--- src/rtl/serial_adsub.sv ---
// Bit-serial two's-complement adder/subtractor: one full-adder cell, LSB first,
// parallel operands in and parallel result out over valid/ready handshakes.

module serial_adsub_fa (
  input  logic x,
  input  logic y,
  input  logic ci,
  output logic sum,
  output logic co
);
  assign sum = x ^ y ^ ci;
  assign co  = (x & y) | (x & ci) | (y & ci);
endmodule

module serial_adsub #(
  parameter int WIDTH = 4
) (
  input  logic             clk,
  input  logic             rst_n,
  input  logic             in_valid,
  output logic             in_ready,
  input  logic [WIDTH-1:0] a,
  input  logic [WIDTH-1:0] b,
  input  logic             sub,
  output logic             out_valid,
  input  logic             out_ready,
  output logic [WIDTH-1:0] s,
  output logic             cout,
  output logic             ovf
);
  localparam int CW = (WIDTH > 2) ? $clog2(WIDTH) : 1;

  typedef enum logic [1:0] {IDLE, RUN, DONE} state_t;
  state_t state, state_nxt;

  logic [WIDTH-1:0] a_q, b_q, s_q;
  logic [CW-1:0]    cnt;
  logic             sub_q, carry, cin_msb, cout_q, ovf_q;
  logic             fa_s, fa_co, last_bit;

  assign last_bit = (cnt == CW'(WIDTH-1));

  // Operands shift right each RUN cycle, so bit 0 is always the current bit.
  serial_adsub_fa u_fa (
    .x  (a_q[0]),
    .y  (b_q[0] ^ sub_q),
    .ci (carry),
    .sum(fa_s),
    .co (fa_co)
  );

  always_ff @(posedge clk or negedge rst_n) begin
    if (!rst_n) state <= IDLE;
    else        state <= state_nxt;
  end

  always_comb begin
    state_nxt = state;
    unique case (state)
      IDLE:    if (in_valid)  state_nxt = RUN;
      RUN:     if (last_bit)  state_nxt = DONE;
      DONE:    if (out_ready) state_nxt = IDLE;
      default:                state_nxt = IDLE;
    endcase
  end

  always_comb begin
    in_ready  = (state == IDLE);
    out_valid = (state == DONE);
  end

  always_ff @(posedge clk or negedge rst_n) begin
    if (!rst_n) begin
      a_q     <= '0;
      b_q     <= '0;
      s_q     <= '0;
      cnt     <= '0;
      sub_q   <= 1'b0;
      carry   <= 1'b0;
      cin_msb <= 1'b0;
      cout_q  <= 1'b0;
      ovf_q   <= 1'b0;
    end else begin
      unique case (state)
        IDLE: if (in_valid) begin
          a_q   <= a;
          b_q   <= b;
          sub_q <= sub;
          carry <= sub;   // +1 of the two's-complement negate
          cnt   <= '0;
        end
        RUN: begin
          a_q   <= a_q >> 1;
          b_q   <= b_q >> 1;
          s_q   <= {fa_s, s_q[WIDTH-1:1]};
          carry <= fa_co;
          cnt   <= cnt + 1'b1;
          if (cnt == CW'(WIDTH-2)) cin_msb <= fa_co;
          if (last_bit) begin
            cout_q <= fa_co;
            ovf_q  <= cin_msb ^ fa_co;
          end
        end
        default: ;
      endcase
    end
  end

  assign s    = s_q;
  assign cout = cout_q;
  assign ovf  = ovf_q;
endmodule

--- config.mk ---
export PLATFORM = sky130hd
export DESIGN_NAME = serial_adsub
export DESIGN_NICKNAME = d
export VERILOG_FILES = /design/src/rtl/serial_adsub.sv
export SDC_FILE = /design/constraint.sdc
export NUM_CORES = 1
export LEC_CHECK = 0
export CORE_ASPECT_RATIO = 1.2
export CORE_MARGIN = 1.5
export CORE_UTILIZATION = 40
export DETAILED_ROUTE_END_ITERATION = 8
export HOLD_SLACK_MARGIN = 0.05
export PLACE_DENSITY = 0.74
export SYNTH_ARGS = -nofsm -noshare
export SYNTH_HDL_FRONTEND = slang
export SYNTH_SLANG_ARGS = --single-unit
--- constraint.sdc ---
create_clock -name clk -period 1.3 [get_ports clk]
set_input_delay 0.325 -clock clk [delete_from_list [all_inputs] [get_ports clk]]
set_output_delay 0.325 -clock clk [all_outputs]
set_load 0.02 [all_outputs]
==> flow_metrics.py <==
metrics = {
    "cells_and_area": {
        "fillCellCount": 227,
        "antenna_cells": 0,
        "area_growth_syn_to_layout_pct": 32.2,
        "layout_common_cells": "21 x dfrtp_1, 12 x buf_4, 11 x clkdlybuf4s50_1",
        "post-route-util_pct": 55.1,
        "layout_commonest_cell": "dfrtp_1",
        "nNetsFinal": 126,
        "drive_gt1_share_pct": 43.1,
        "final_cells": 142,
    },
    "hold_path": {
        "hold_path.class": "primary input to asynchronous set/reset pin",
    },
    "floorplan": {
        "die_width_um": 49.6,
        "die_h_um": 58.9,
        "io-pin-count": 21,
        "initial_core_util_pct": 41.7,
        "dieArea_um2": 2920,
        "coreArea_um2": 2500,
        "rows": 20,
    },
    "clock_tree": {
        "clock-sinks": 21,
        "tritoncts.num_buffers": 3,
        "cts_root_buf": "clkbuf_4",
        "clkSlewWorstSetupHoldPaths_ns": 0.11,
        "htree_levels": 1,
        "insertion_delay_ns": 0.30,
        "cts_tree": "built",
        "cts_buffer_depth": 2,
    },
    "global_route": {
        "grt_max_degree": 22,
        "track_usage_pct": 15.1,
        "grt_overflow": 0,
        "antenna_found_initial": 0,
        "grt_pass1_vias": 732,
        "grt_first_pass_wirelength_um": 3260,
    },
    "critical_path": {
        "crit_required_ns": 1.50,
        "crit_fanout": 2,
        "worst_ep_arrival_time_ns": 1.62,
        "worst_path_max_delay_cell": "dfrtp_1",
        "rr_endpoint": "ovf",
        "cp-end-kind": "register",
        "r2r_setup_slack_ns": -0.12,
        "worstSetupPathType": "register to register",
        "reg2regPathDepth": 4,
        "critPathMaxStageDelay_ns": 0.42,
        "cp-start-kind": "register",
        "worstPathCellList": "xnor2_2, fa_2, xnor2_1, mux2_4",
        "r2r_start": "sub_q",
    },
    "drt": {
        "wl_um": 1890,
        "first_pass_iters": 2,
        "vias": 713,
        "wl_per_cell_um": 13.3,
        "drc": 0,
        "initialDrtViolationCount": 11,
        "viasPerCell": 5.02,
        "ant_nets": 0,
    },
    "run_status": {
        "violations": "setup timing",
        "outcome": "finished, violations left",
    },
    "sta": {
        "relSlewSlack_pct": 75.7,
        "tightest_slew_ns": 0.360,
        "skew_ns": 0.00273,
        "max_freq_ghz": 0.704,
        "report.final.slew_viol_count": 0,
        "finalHoldViolations": 0,
        "fin_crit_ns": 1.42,
        "finalSetupViolations": 12,
        "fin_ws_ns": -0.120,
        "fin_crit_sh_pct": 109,
        "rsz0062_at_grt": "yes",
    },
    "logic_synthesis": {
        "synth_fp_nets": 92,
        "yosysSeqAreaShare_pct": 50.4,
        "syn_area_um2": 1040,
        "synth_area_per_cell_um2": 13.7,
        "ys_ff_latch": 21,
        "ys.warnings.count": 0,
        "synth_cells": 76,
        "synthDistinctLibCells": 30,
    },
    "placed_design": {
        "globalplace.congestion": 0.730,
        "hpwl_um": 1390,
        "place_inst": 136,
        "numPortBuffers": 20,
    },
    "run": {
        "maxCapViolCount": 0,
    },
    "power": {
        "leakage_uw": 0.000638,
        "total_power_uw": 3460,
        "ir_drop_mv": 1.17,
        "powerDensity_nw_per_um2": 2510,
    },
}
==> routing by layer <==
layer | vias to the layer above | global-route usage [%] | routed length [µm]
li1 | 347 | - | -
met1 | 348 | 18.3 | 827
met2 | 14 | 24.8 | 962
met3 | 4 | 2.28 | 56
met4 | 0 | 10.7 | 45
met5 | - | 0 | 0
==> power by group <==
| group | switching (µW) | leakage, µW | internal, µW | total [µW] |
|---|---|---|---|---|
| clock network | 184 | 0.0000150 | 120 | 304 |
| registers | 216 | 0.000250 | 985 | 1200 |
| logic | 860 | 0.000373 | 1100 | 1960 |
==> worst max-delay path by stage <==
stage,slack (ns),from,to
after floorplan,-0.05,b_q[0],ovf
after global placement,-0.37,in_valid,sub_q
after detailed placement,-0.38,in_valid,carry
after CTS,-0.13,b_q[0],ovf
after global routing,-0.17,b_q[0],ovf
final,-0.12,sub_q,ovf
==> critical path: cells and delay by family (launching register included) <==
kind	cells	cell delay (ns)
flip-flops	1	0.42
adder cells (fa/ha/maj)	1	0.35
XOR/XNOR	2	0.29
multiplexers	1	0.26
==> registers in the layout, summed over array words and instances, names as in the netlist <==
name     count
sub_q        1
cin_msb      1
cout         1
b_q          4
ovf          1
carry        1
s            4
state        2
cnt          2
a_q          4
==> cell usage after synthesis <==
master     number  area [µm²]
dfrtp_1        21         526
inv_1           7        26.3
o221a_2         6        67.6
or4b_1          6        60.1
mux2_4          4        60.1
mux2_2          3        33.8
buf_6           2        22.5
ha_1            2        25.0
mux2i_1         2        20.0
nor3b_1         2        15.0
xnor2_1         2        17.5
a211oi_1        1        7.51
a21oi_1         1        5.00
a221o_1         1        10.0
a22o_1          1        8.76
and2_1          1        6.26
buf_2           1        5.00
buf_4           1        7.51
fa_1            1        20.0
nand2b_1        1        6.26
nand2b_2        1        8.76
nand3b_1        1        7.51
nand3b_4        1        20.0
nor2_1          1        3.75
nor3b_2         1        12.5
nor4b_1         1        8.76
o21ai_1         1        5.00
o21ba_2         1        10.0
o21bai_1        1        7.51
o2bb2ai_1       1        8.76
==> kinds of logic after synthesis <==
kind of cell / count (synthesis) / synth area share [%]
compound gates: 14 / 12.5
flops: 21 / 50.4
mux: 9 / 10.9
simple gates: 16 / 14.3
buf+inv: 11 / 5.88
xor+xnor: 2 / 1.68
fa+ha+maj: 3 / 4.32
==> metrics by stage <==
| step | setup WS, ns | setup TNS [ns] | instance area [µm²] | hold slack (ns) |
|---|---|---|---|---|
| global route | -0.166 | -1.73 | 1380 | 0.368 |
| global placement | -0.367 | -4.35 | 1330 | 0.490 |
| detailed placement | -0.384 | -4.99 | 1330 | 0.499 |
| CTS | -0.131 | -0.875 | 1380 | 0.352 |
| finish | -0.120 | -0.943 | 1380 | 0.361 |
| floorplan | -0.0470 | -0.0470 | 1040 | 0.0294 |
==> what timing repair did <==
item | 4_1_cts | 5_1_grt
pin swaps | 1 | 0
setup endpoints to repair | 24 | 21
gates resized for setup | 33 | 11
hold buffers | 0 | 0
buffers inserted | 0 | 2
==> final cells by class <==
| type | count | area [µm²] | share of cell area [%] |
|---|---|---|---|
| flip-flops and latches | 21 | 526 | 38.1 |
| multi-input cells | 44 | 485 | 35.2 |
| repair buffers | 33 | 273 | 19.8 |
| well taps | 33 | 41.3 | 3.00 |
| clock buffers | 4 | 26.3 | 1.91 |
| inverters | 7 | 26.3 | 1.91 |
Note: power is estimated with default switching activity, not from simulation.
